## src/rtl/room_move_ctrl.sv

```systemverilog
// Move sequencer in front of roomFSM: synchronises and debounces four direction buttons,
// issues one n/s/e/w pulse per press, then samples roomFSM win/death status.
module room_move_ctrl #(
   parameter int DEBOUNCE_CYCLES = 4,
   parameter int SETTLE_CYCLES   = 2,
   parameter int CNT_W           = 8
) (
   input  logic             clk,
   input  logic             reset,
   input  logic             btn_n,
   input  logic             btn_s,
   input  logic             btn_e,
   input  logic             btn_w,
   input  logic             win_in,
   input  logic             dead_in,
   output logic             n,
   output logic             s,
   output logic             e,
   output logic             w,
   output logic             busy,
   output logic             game_over,
   output logic             won,
   output logic [CNT_W-1:0] move_count
);

   localparam int CMAX = (DEBOUNCE_CYCLES > SETTLE_CYCLES) ? DEBOUNCE_CYCLES : SETTLE_CYCLES;
   localparam int CW   = $clog2(CMAX + 1);

   typedef enum logic [2:0] {
      IDLE,
      DEBOUNCE,
      ISSUE,
      SETTLE,
      WAIT_RELEASE,
      OVER
   } state_t;

   state_t          state;
   logic [3:0]      sync1;
   logic [3:0]      sync2;
   logic [1:0]      sync_ok;
   logic [3:0]      dir;
   logic [3:0]      pick;
   logic [CW-1:0]   cnt;

   // Button vectors are ordered {n, s, e, w}, so the highest set bit wins arbitration.
   always_comb begin
      pick = 4'b0001;
      if (sync2[3])      pick = 4'b1000;
      else if (sync2[2]) pick = 4'b0100;
      else if (sync2[1]) pick = 4'b0010;
   end

   always_ff @(posedge clk) begin
      if (reset) begin
         state        <= WAIT_RELEASE;
         sync1        <= '0;
         sync2        <= '0;
         sync_ok      <= '0;
         dir          <= '0;
         cnt          <= '0;
         {n, s, e, w} <= '0;
         busy         <= 1'b0;
         game_over    <= 1'b0;
         won          <= 1'b0;
         move_count   <= '0;
      end else begin
         sync1        <= {btn_n, btn_s, btn_e, btn_w};
         sync2        <= sync1;
         sync_ok      <= {sync_ok[0], 1'b1};
         {n, s, e, w} <= (state == ISSUE) ? dir : '0;
         busy         <= (state != IDLE);
         game_over    <= (state == OVER);

         case (state)
            IDLE: begin
               if (|sync2) begin
                  dir   <= pick;
                  cnt   <= '0;
                  state <= DEBOUNCE;
               end
            end
            DEBOUNCE: begin
               if ((sync2 & dir) == '0)
                  state <= IDLE;
               else if (cnt == CW'(DEBOUNCE_CYCLES - 1))
                  state <= ISSUE;
               else
                  cnt <= cnt + CW'(1);
            end
            ISSUE: begin
               if (move_count != '1)
                  move_count <= move_count + CNT_W'(1);
               cnt   <= '0;
               state <= SETTLE;
            end
            SETTLE: begin
               if (cnt == CW'(SETTLE_CYCLES - 1)) begin
                  if (win_in) begin
                     won   <= 1'b1;
                     state <= OVER;
                  end else if (dead_in) begin
                     won   <= 1'b0;
                     state <= OVER;
                  end else begin
                     state <= WAIT_RELEASE;
                  end
               end else begin
                  cnt <= cnt + CW'(1);
               end
            end
            WAIT_RELEASE: begin
               // Synchroniser zeros straight out of reset are not a real release.
               if (sync_ok[1] && sync2 == '0)
                  state <= IDLE;
            end
            OVER: state <= OVER;
            default: state <= IDLE;
         endcase
      end
   end

endmodule

```

## config.mk

```make
export PLATFORM = sky130hd
export DESIGN_NAME = room_move_ctrl
export DESIGN_NICKNAME = d
export VERILOG_FILES = /design/src/rtl/room_move_ctrl.sv
export SDC_FILE = /design/constraint.sdc
export NUM_CORES = 1
export LEC_CHECK = 0
export BUFFER_PORTS_ARGS = -buffer_cell sky130_fd_sc_hd__clkbuf_2
export CAP_MARGIN = 40
export CORE_AREA = 4 4 83 85
export CTS_CLUSTER_SIZE = 12
export DETAILED_ROUTE_END_ITERATION = 16
export DIE_AREA = 0 0 87 89
export PLACE_DENSITY = 0.48
export SLEW_MARGIN = 20
export SYNTH_ARGS = -nofsm -noshare
export SYNTH_HDL_FRONTEND = slang
export SYNTH_SLANG_ARGS = --single-unit
```

## constraint.sdc

```tcl
create_clock -name clk -period 2.7 [get_ports clk]
set_input_delay 0.27 -clock clk [delete_from_list [all_inputs] [get_ports clk]]
set_output_delay 0.27 -clock clk [all_outputs]
set_load 0.02 [all_outputs]
```

Word level (Yosys, flattened, before mapping)

Index checks and enable logic that the tools add are counted.

Add/sub/neg operators: 2
Equality and inequality tests: 15
Mux-type cells: 19
Bitwise operators: 2
Reductions and logical operators: 14

Operators by type and width:

| kind                | number |
|---|---|
| $mux 3              | 10 |
| $pmux 3 s6          | 1 |
| $ne 2x2->1 const B  | 6 |
| $pmux 3 s4          | 1 |
| $eq 3x2->1 const B  | 3 |
| $add 8x1->8 const B | 1 |
| $logic_not 4->1     | 2 |
| $ne 8x8->1 const B  | 1 |
| $eq 3x1->1 const B  | 2 |
| $eq 3x3->1 const B  | 2 |
| $mux 1              | 5 |
| $reduce_and 5->1    | 1 |
| $and 4x4->4         | 1 |
| $mux 4              | 1 |
| $reduce_and 2->1    | 2 |
| $reduce_and 4->1    | 1 |
| $reduce_bool 4->1   | 1 |
| $reduce_or 4->1     | 1 |
| $add 3x1->3 const B | 1 |
| $logic_not 3->1     | 1 |
| $ne 3x3->1 const B  | 1 |
| $reduce_and 3->1    | 1 |
| $reduce_bool 3->1   | 1 |
| $mux 2              | 1 |
| other kinds (4)     | 4 |

Bits in registers: 35
Bits of input ports: 8
Output and inout port bits: 15
Logic and storage cells: 67

Longest topological paths before layout

Depth in word-level cells: 4
Gate-level depth with buffers: 6
Gate-level depth less buffers: 6

Least setup slack after synthesis

Ideal clock, no wire load.

Kind: reg-to-reg
From: register move_count[0]
To: register move_count[1]
Setup time: 0.128 ns
Arrival time: 1.620 ns
Required time: 2.572 ns
Setup slack: 0.952 ns
Stages on the path, launching flop included: 7
Path buffers: 1
Clock period less this slack: 1.748 ns
Path through: dfxtp_1 -> ha_1 -> nand2_1 -> o31ai_1 -> buf_2 -> mux2i_1 -> nor2_1

Cells in the longest elaborated chain, start to end: 2
Elaborated cells on any way between the ends: 3
Those cells by class: add/sub: 1; eq/ne: 1; reduce/logical: 1

RTL lines:

| what                                                                | RTL line | RTL |
|---|---|---|
| start: declaration                                                  | 23       | `output logic [CNT_W-1:0] move_count` |
| start signal: assignment                                            | 93       | `move_count <= move_count + CNT_W'(1);` |
| parallel branches: the longest is 2 deep, another holds $add 8x1->8 | --       |  |

Parallel ways; which one is timed is not known.
A chain may end at the register's enable or synchronous reset.

Worst setup path after layout

From: register state[1]
To: register move_count[4]

Cells in the longest elaborated chain, start to end: 2

RTL lines:

| what                              | RTL line | RTL |
|---|---|---|
| start: declaration                | 38       | `state_t state;` |
| start signal: assignment          | 56       | `state <= WAIT_RELEASE;` |
| start signal: assignment          | 80       | `state <= DEBOUNCE;` |
| start signal: assignment          | 85       | `state <= IDLE;` |
| $eq 3x2->1                        | 75       | `case (state)` |
| $reduce_and 2->1 (no source line) | --       |  |

Every way passes these cells.

==> run metrics <==
post-CTS sizing 0; Max-cap violations 0; CTS tree built; area occupied by multi-input gates 727 sq um; Post-synth ARST share 0; Cells after Synth 158; Final Slew Violations 0; Starting Density 0.239; largest net degree at the start of global routing 30; row count 29; DRT antenna net count 0; crit path DAT 2.20 ns; nets approximately 190; Mean Syn Cell Area approximately 9.4 sq um; hold_buf cts 0; crit path time final between 1.5 and 2 ns; Syn Nets 170; synth unique cells 37; Clock Latency Late Sink roughly 0.28 ns; crit path launch type register; Worst-Margin Slew roughly 0.66 ns; Seq pwr share 0.470; number of warnings issued by yosys 0; core area 0.00620 sq mm; first-pass GRT wire length between 4000 and 5000 um; Worst R2R Start state[1]; Inserted Clock Buffers 5; die height roughly 89 um; Critical Path End move_count[4]; met1 usage 0.106; ant diodes 0; DRC viols 0; Root Driver clkbuf_8; EDFF count, synth 0; commonest non-fill, non-tap cell in the layout dfxtp_1; FILL cells 648; total track usage 0.0821; total wire length between 2000 and 3000 um; routability cong. approximately 0.73; Tot Pwr 1270 uW; Area Overhead vs Synth 20.8%; Tightest Hold Check Type in2reg; PD cells roughly 710 mW/mm^2; Worst Setup End Kind register; First DRT Iteration DRCs approximately 110; crit path launch state[1]; vias about 1,100; vias in the first global route ~1,000; VDD IR-drop max around 0.00021 V; Port Buffers 22; leakage around 0.00073 uW; combinational share of power 0.149; Clock Pin Slew Worst Setup and Hold Paths around 0.070 ns; Worst Path Max Fanout 11; Layout Skew between 0.005 and 0.006 ns; share of cells above drive strength 1 0.219; worst rel slew slack 0.559; Adder-Cell Fraction of Synth Area 0.0337; predominant post-synthesis flop cell dfxtp_1; M3 GR Usage 0.0304; post-synthesis mux area share 0.0337; DPL Wire Length between 2000 and 2500 um; register area around 700 sq um; Register-to-Register Path Depth 5; main combinational cell family by area after synthesis simple AND/OR/NAND/NOR gates; clk sink count 35; post-synthesis compound-gate area fraction 0.173; Fmax slightly above 500 MHz; cell internal pwr ~930 uW; H-tree Lvls 2; R2R Path End move_count[4]; Net Sw Frac 0.267; TNS Setup 0 ns; Switch Pwr 340 uW; status complete, no violations; flops & latches, synth 35; Routed wire per std cell approximately 11 um; Clk pwr share 0.381; Worst Path Required roughly 3 ns; register area share after synthesis 0.472; Finish-stage setup viols 0; r2r setup slk about 0.71 ns; mapped cell area between 0.001 and 0.0015 sq mm; via-per-instance ratio between 4 and 5; gr ovfl total 0; Final period util 0.736; initial antenna violation count 0; final hold viol count 0; Die X ~87 um; die area 0.00774 sq mm; RSZ-0062 raised after global routing no; xor/xnor share of the synthesized area 0.00590; class of the most critical setup path reg2reg; global routing usage on met2 0.119; Max clock buf depth 2; TritonRoute pass-1 iters 4; commonest non-fill, non-tap cells in the layout 35 x dfxtp_1, 22 x clkbuf_2, 14 x nand2_1, 11 x nor2b_1, 11 x nor2_1; setup bufs post-CTS 0; Synth Area in Simple Gates 0.244; I/O pin cnt 23; Top Usage Layer GRT met2
[state kept, by name, indices dropped and copies added (netlist names), 2 cells and up]
name,count
move_count,8
sync_ok,2
sync2,4
state,3
dir,4
cnt,3
sync1,4
[power by group through the flow]
stage	registers [uW]	logic, uW	clock network, uW
floorplan	581	176	0
global placement	609	191	0
detailed placement	608	191	0
CTS	596	192	505
global route	603	210	526
finish	598	189	485
[synth_stat cells (2+ instances only)]
cell type,count,share of area
o31a_1,2,0.012
dfxtp_1,35,0.47
and3_1,5,0.021
inv_1,6,0.015
buf_2,3,0.010
a22o_1,2,0.012
nand2b_1,2,0.0084
a31o_2,2,0.012
a221oi_2,2,0.020
a32oi_1,2,0.012
a21o_1,2,0.010
ha_1,4,0.034
nand2_1,14,0.035
or3_1,7,0.030
o21ai_0,6,0.020
nor2_1,11,0.028
clkbuf_1,3,0.0076
o31ai_1,4,0.020
nand3_1,5,0.017
a21oi_1,9,0.030
mux2i_1,5,0.034
nor2b_1,11,0.046
or4_1,2,0.010
[cell type report]
type                    count  area share
clock buffers               6      0.0461
clock inverters             2      0.0195
inverters                   7      0.0147
multi-input cells         109       0.405
flip-flops and latches     35       0.391
well taps                  77      0.0537
repair buffers             24      0.0698
[worst min-delay path by stage]
stage / slack [ns] / end / startpoint / cells after the start
finish: 0.19 / sync1[1] / btn_e / 2
global route: 0.20 / sync1[0] / btn_w / 2
CTS: 0.18 / sync1[1] / btn_e / 2
detailed placement: 0.42 / sync2[1] / sync1[1] / 1
global placement: 0.42 / sync_ok[1] / sync_ok[0] / 1
floorplan: 0.40 / sync1[0] / btn_w / 1
[per-stage QoR]
| step | util | std cells | setup slack [ns] | hold slack [ns] | instance area (sq um) |
|---|---|---|---|---|---|
| final | 0.289 | 260 | 0.712 | 0.189 | 1790 |
| after global routing | 0.289 | 260 | 0.541 | 0.203 | 1790 |
| after CTS | 0.289 | 260 | 0.673 | 0.177 | 1790 |
| after detailed placement | 0.270 | 252 | 0.691 | 0.421 | 1680 |
| after global placement | 0.270 | 252 | 0.744 | 0.418 | 1680 |
| after floorplan | - | 158 | 0.952 | 0.398 | 1480 |
[critical path, stage by stage (launching register included)]
cell and delay [ns]:
dfxtp_1 0.54, nor3b_2 0.44, o31ai_1 0.25, buf_4 0.22, or3_1 0.34, a21oi_1 0.14
[per-layer routing]
| metal | wire length, um | vias up |
|---|---|---|
| li1 | - | 609 |
| met1 | 1470 | 511 |
| met2 | 1260 | 18 |
| met3 | 113 | 5 |
| met4 | 64 | 0 |
| met5 | 0 | - |
[kinds of logic after synthesis]
family | Yosys count
simple gates | 64
compound gates | 35
flops | 35
buf+inv | 14
mux | 5
fa+ha+maj | 4
xor+xnor | 1
Note: power is estimated with default switching activity, not from simulation.
